## config.mk

```make
export PLATFORM = sky130hd
export DESIGN_NAME = fifo_stream_reader_flat
export DESIGN_NICKNAME = d
export VERILOG_FILES = /design/src/rtl/fifo_stream_reader_if.sv /design/src/rtl/fifo_stream_reader.sv /design/src/flat_wrapper.sv
export SDC_FILE = /design/constraint.sdc
export NUM_CORES = 1
export LEC_CHECK = 0
export CORE_UTILIZATION = 40
export DETAILED_ROUTE_END_ITERATION = 8
export GPL_TIMING_DRIVEN = 0
export PLACE_DENSITY_LB_ADDON = 0.05
export SETUP_SLACK_MARGIN = 0.2
export SYNTH_ARGS = -nofsm -noshare
export SYNTH_HDL_FRONTEND = slang
export SYNTH_SLANG_ARGS = --single-unit
```

## constraint.sdc

```tcl
create_clock -name clk -period 1.7 [get_ports clk]
set_input_delay 0.34 -clock clk [delete_from_list [all_inputs] [get_ports clk]]
set_output_delay 0.34 -clock clk [all_outputs]
set_load 0.01 [all_outputs]
```

## src/rtl/fifo_stream_reader_if.sv

```systemverilog
// fifo_stream_reader_if: FIFO read-port signals plus the framed valid/ready output stream
//   master: the reader (drives o_rd_en, o_data, o_valid, o_last)
//   slave : the environment (drives i_enable, i_rd_empty, i_rd_data, i_ready)
interface fifo_stream_reader_if #(parameter int DATAW = 8);
  logic             i_enable;
  logic             i_rd_empty;
  logic [DATAW-1:0] i_rd_data;
  logic             o_rd_en;
  logic [DATAW-1:0] o_data;
  logic             o_valid;
  logic             i_ready;
  logic             o_last;
  modport master(input i_enable, i_rd_empty, i_rd_data, i_ready, output o_rd_en, o_data, o_valid, o_last);
  modport slave(output i_enable, i_rd_empty, i_rd_data, i_ready, input o_rd_en, o_data, o_valid, o_last);
endinterface

```

## src/rtl/fifo_stream_reader.sv

```systemverilog
// fifo_stream_reader: pops a synchronous FIFO through a 2-entry skid buffer onto a packetised valid/ready stream
//   clk, rst_n (async, active low)
//   bus.i_enable / i_rd_empty / i_rd_data -> o_rd_en : FIFO read side, data one cycle after the read
//   bus.o_data / o_valid / o_last <- i_ready         : output stream, o_last on every PKT_LEN-th word
module fifo_stream_reader #(
  parameter int DATAW   = 8,
  parameter int PKT_LEN = 4
) (
  input logic                  clk,
  input logic                  rst_n,
  fifo_stream_reader_if.master bus
);
  localparam int PW = PKT_LEN > 1 ? $clog2(PKT_LEN) : 1;
  localparam logic [PW-1:0] PLAST = PW'(PKT_LEN - 1);
  logic [DATAW-1:0] head, tail;
  logic [1:0]       occ;
  logic             infl;
  logic [PW-1:0]    pcnt;
  logic             pop;
  assign pop = bus.o_valid & bus.i_ready;
  // A pop frees a slot on the same edge, so a full buffer can still issue a read while draining.
  always_comb begin
    bus.o_valid = occ != 2'd0;
    bus.o_data  = head;
    bus.o_last  = bus.o_valid & (pcnt == PLAST);
    bus.o_rd_en = rst_n & bus.i_enable & ~bus.i_rd_empty & ((occ + {1'b0, infl} < 2'd2) | pop);
  end
  // Returning FIFO data lands at the head when it becomes the only entry, otherwise at the tail.
  always_ff @(posedge clk or negedge rst_n)
    if (!rst_n) begin
      head <= '0;
      tail <= '0;
      occ  <= 2'd0;
      infl <= 1'b0;
      pcnt <= '0;
    end else begin
      infl <= bus.o_rd_en;
      occ  <= occ + {1'b0, infl} - {1'b0, pop};
      head <= pop ? (occ == 2'd2 ? tail : (infl ? bus.i_rd_data : head))
                  : (occ == 2'd0 && infl ? bus.i_rd_data : head);
      tail <= infl && occ == (pop ? 2'd2 : 2'd1) ? bus.i_rd_data : tail;
      if (pop) pcnt <= pcnt == PLAST ? '0 : pcnt + 1'b1;
    end
  a_no_overflow: assert property (@(posedge clk) disable iff (!rst_n) ({1'b0, occ} + {2'b0, infl}) <= 3'd2);
  a_hold: assert property (@(posedge clk) disable iff (!rst_n)
    bus.o_valid && !bus.i_ready |=> bus.o_valid && $stable(bus.o_data) && $stable(bus.o_last));
endmodule

```

## src/flat_wrapper.sv

```systemverilog
// flat-port wrapper written by rule: the top's interface ports become plain ports
module fifo_stream_reader_flat 
#(
  parameter int DATAW   = 8,
  parameter int PKT_LEN = 4
)
  (clk, rst_n, bus_i_enable, bus_i_rd_empty, bus_i_rd_data, bus_i_ready, bus_o_rd_en, bus_o_data, bus_o_valid, bus_o_last);
  fifo_stream_reader_if #(.DATAW(DATAW)) bus_i ();
  input logic clk;
  input logic rst_n;
  input wire logic [$bits(bus_i.i_enable)-1:0] bus_i_enable;
  input wire logic [$bits(bus_i.i_rd_empty)-1:0] bus_i_rd_empty;
  input wire logic [$bits(bus_i.i_rd_data)-1:0] bus_i_rd_data;
  input wire logic [$bits(bus_i.i_ready)-1:0] bus_i_ready;
  output wire logic [$bits(bus_i.o_rd_en)-1:0] bus_o_rd_en;
  output wire logic [$bits(bus_i.o_data)-1:0] bus_o_data;
  output wire logic [$bits(bus_i.o_valid)-1:0] bus_o_valid;
  output wire logic [$bits(bus_i.o_last)-1:0] bus_o_last;
  assign bus_i.i_enable = bus_i_enable;
  assign bus_i.i_rd_empty = bus_i_rd_empty;
  assign bus_i.i_rd_data = bus_i_rd_data;
  assign bus_i.i_ready = bus_i_ready;
  assign bus_o_rd_en = bus_i.o_rd_en;
  assign bus_o_data = bus_i.o_data;
  assign bus_o_valid = bus_i.o_valid;
  assign bus_o_last = bus_i.o_last;
  fifo_stream_reader #(.DATAW(DATAW), .PKT_LEN(PKT_LEN)) u_core (.clk(clk), .rst_n(rst_n), .bus(bus_i));
endmodule
```

==> impl_metrics.csv <==
group,metric,value,unit
route,via_per_inst,4.95,
grt,grt_use_met3,6.09,%
clock_tree,clk_latency,310,ps
timing,max_slew_margin,63.3,%
logic_synthesis,synth-seq-cells,21,
route,drc,0,
timing,fin_ws,-115,ps
route,vias,673,
floorplan,die_area,2740,µm²
route,totalWireLength,1900,µm
timing,rsz0062_at_grt,"yes",
logic_synthesis,synth_top_cell_area_share,51.9,%
clock_tree,cts_buffers,3,
setup_path,crit_arrival,1470,ps
pwr,p_per_area,1620,nW/µm²
timing,finalSetupViolCount,1,
floorplan,fp.dieH,52.3,µm
logic_synthesis,synth_top_area_cell,"dfrtp_1",
final_layout,areaGrowthSynthToFinish,45.3,%
final_layout,final_cell_area,1470,µm²
placed_design,placedCellCount,120,
logic_synthesis,synth_compound_area_share,4.32,%
grt,grt_use_total,15.5,%
clock_tree,cts_htree_levels,1,
route,wl_per_cell,14.0,µm
setup_path,end_kind,"output pin",
clock_tree,root_buffer,"clkbuf_4",
timing,fin_hold_ws,94.6,ps
timing,hold_violations,0,
logic_synthesis,ys_top_cells_by_area,"dfrtp_1 (52%), mux2_2 (19%), mux2_4 (12%), ha_1 (2.5%), xor2_1 (1.7%)",
timing,final_max_slew_viol_count,0,
setup_path,path_cells,"ha_2 > xor2_2 > a211oi_2 > buf_2",
setup_path,reg2regPathDepth,7,
grt,use_met1,18.7,%
logic_synthesis,synth_commonest_cells,"dfrtp_1 (21), mux2_2 (17), mux2_4 (8)",
grt,grt_max_degree,23,
logic_synthesis,synthAdderAreaFrac,2.47,%
logic_synthesis,ys_warn_count,0,
grt,gr-max-usage-layer,"met2",
logic_synthesis,synth_edf_count,0,
logic_synthesis,synthMuxAreaShare,30.7,%
grt,grt_pass1_wl,2870,µm
logic_synthesis,syn_area,1010,µm²
logic_synthesis,async_flop_share,100,%
logic_synthesis,ys_seq_area_share,51.9,%
timing,fmax,551,MHz
clock_tree,clock_sinks,21,
final_layout,antennaDiodeCount,0,
timing,finalClockSkew,5.71,ps
route,drt-initial-drc-count,5,
outcome,status,"finished with violations",
floorplan,initial_core_util,44.1,%
floorplan,ioPinCount,24,
logic_synthesis,synth_top_family_by_area,"multiplexers",
setup_path,cpPeakStageDelay,420,ps
setup_path,start_kind,"flip-flop",
grt,gr-total-overflow,0,
logic_synthesis,synth_area_per_cell,14.7,µm²
final_layout,fin_nets,124,
timing,setup_tns,-115,ps
timing,min_period,1810,ps
logic_synthesis,synthSimpleGateAreaFrac,6.05,%
floorplan,num_rows,17,
placed_design,placed_area,1280,µm²
timing,period_share,107,%
pwr,power.leakage,0.718,nW
setup_path,slowest_stage,"dfrtp_1",
pwr,peakVddDrop,0.00115,V
route,drt_first_pass_iters,3,
min_path,min_path_type,"in2async",
final_layout,drive_gt1_share,50.0,%
pwr,power,2.38,mW
setup_path,path_max_fanout,3,
logic_synthesis,ys_types,20,
floorplan,core_area,2300,µm²
floorplan,die_w,52.3,µm
logic_synthesis,synth_flop_cell,"dfrtp_1",
grt,antenna_found_initial,0,
clock_tree,clock_path_buffers,2,
logic_synthesis,synthCells,69,
grt,grt_pass1_vias,613,
setup_path,required,1360,ps
grt,use_met2,24.3,%
final_layout,fin_cells,136,
timing,worst_pin_slew,551,ps
placed_design,pre_cts_ws,-1170,ps
setup_path,crit_type,"reg2out",
logic_synthesis,syn_nets,84,
clock_tree,tritoncts,"yes",
logic_synthesis,yosys.area_share.xor_xnor,2.59,%
placed_design,portBuffers,23,
placed_design,place.gp.congestion,0.675,
route,drtAntennaViolNets,0,
clock_tree,clk_pin_slew,110,ps
flow_run,cap_violations,0,
final_layout,fin_util,64.1,%
outcome,violations,"negative setup slack",
logic_synthesis,yosys.cell_count.top_type,"dfrtp_1",
final cells by class:
type	instances	area (µm²)
Buffer	2	18.8
Clock buffer	4	26.3
Fill cell	190	825
Inverter	1	3.75
Multi-Input combinational cell	45	523
Sequential cell	21	526
Tap cell	28	35.0
Timing Repair Buffer	35	340
critical path, delay by kind of cell (launching register included):
kind | cells | cell delay, ps
compound gates | 1 | 240
xor+xnor | 1 | 160
buf+inv | 1 | 170
flops | 1 | 420
fa+ha+maj | 1 | 190
logic make-up after synthesis:
group,count (synthesis)
mux,25
flops,21
simple gates,10
compound gates,5
xor+xnor,3
buf+inv,3
fa+ha+maj,2
registers in the layout, summed over array words and instances (netlist names):
register	flops
u_core.pcnt	2
u_core.bus.o_data	8
u_core.infl	1
u_core.tail	8
u_core.occ	2
final timing paths:
path,endpoint,slack (ps),startpoint
max,bus_o_rd_en,-110,u_core.occ[0]$_DFF_PN0_
min,u_core.bus.o_data[5]$_DFFE_PN0P_,90,rst_n
max reg2reg,u_core.bus.o_data[0]$_DFFE_PN0P_,10,u_core.occ[0]$_DFF_PN0_
min reg2reg,u_core.tail[6]$_DFFE_PN0P_,520,u_core.tail[6]$_DFFE_PN0P_
max in group asynchronous,u_core.bus.o_data[6]$_DFFE_PN0P_,1240,rst_n
min in group clk,u_core.tail[6]$_DFFE_PN0P_,520,u_core.tail[6]$_DFFE_PN0P_
where the power goes:
group	total [mW]	switching [mW]	internal, mW
logic	1.27	0.452	0.816
clock network	0.241	0.149	0.0916
registers	0.870	0.126	0.743
total	2.38	0.728	1.65
layer usage:
metal | up-vias | share of wire, %
met4 | 0 | 1.4
met3 | 4 | 5.1
li1 | 324 | -
met5 | - | 0
met1 | 330 | 45
met2 | 15 | 48
placed cells by master, fill, tap and decap left out, drive strengths merged:
master	n
dfrtp	21
clkdlybuf4s50	10
clkbuf	4
xor2	2
nor3	1
buf	17
inv	1
nor2b	1
and2	1
ha	2
a211oi	1
xnor2	1
mux2	25
o21ai	2
nand2	4
nor2	2
clkdlybuf4s15	1
a21o	2
dlygate4sd2	9
or2	1
what timing repair did:
item,CTS,global route
buffers inserted,8,4
gates resized for setup,37,6
hold buffers,0,0
pin swaps,3,5
setup endpoints to repair,20,19
endpoints found under the hold margin,0,0
No activity file was read; power rests on OpenSTA's default activity.
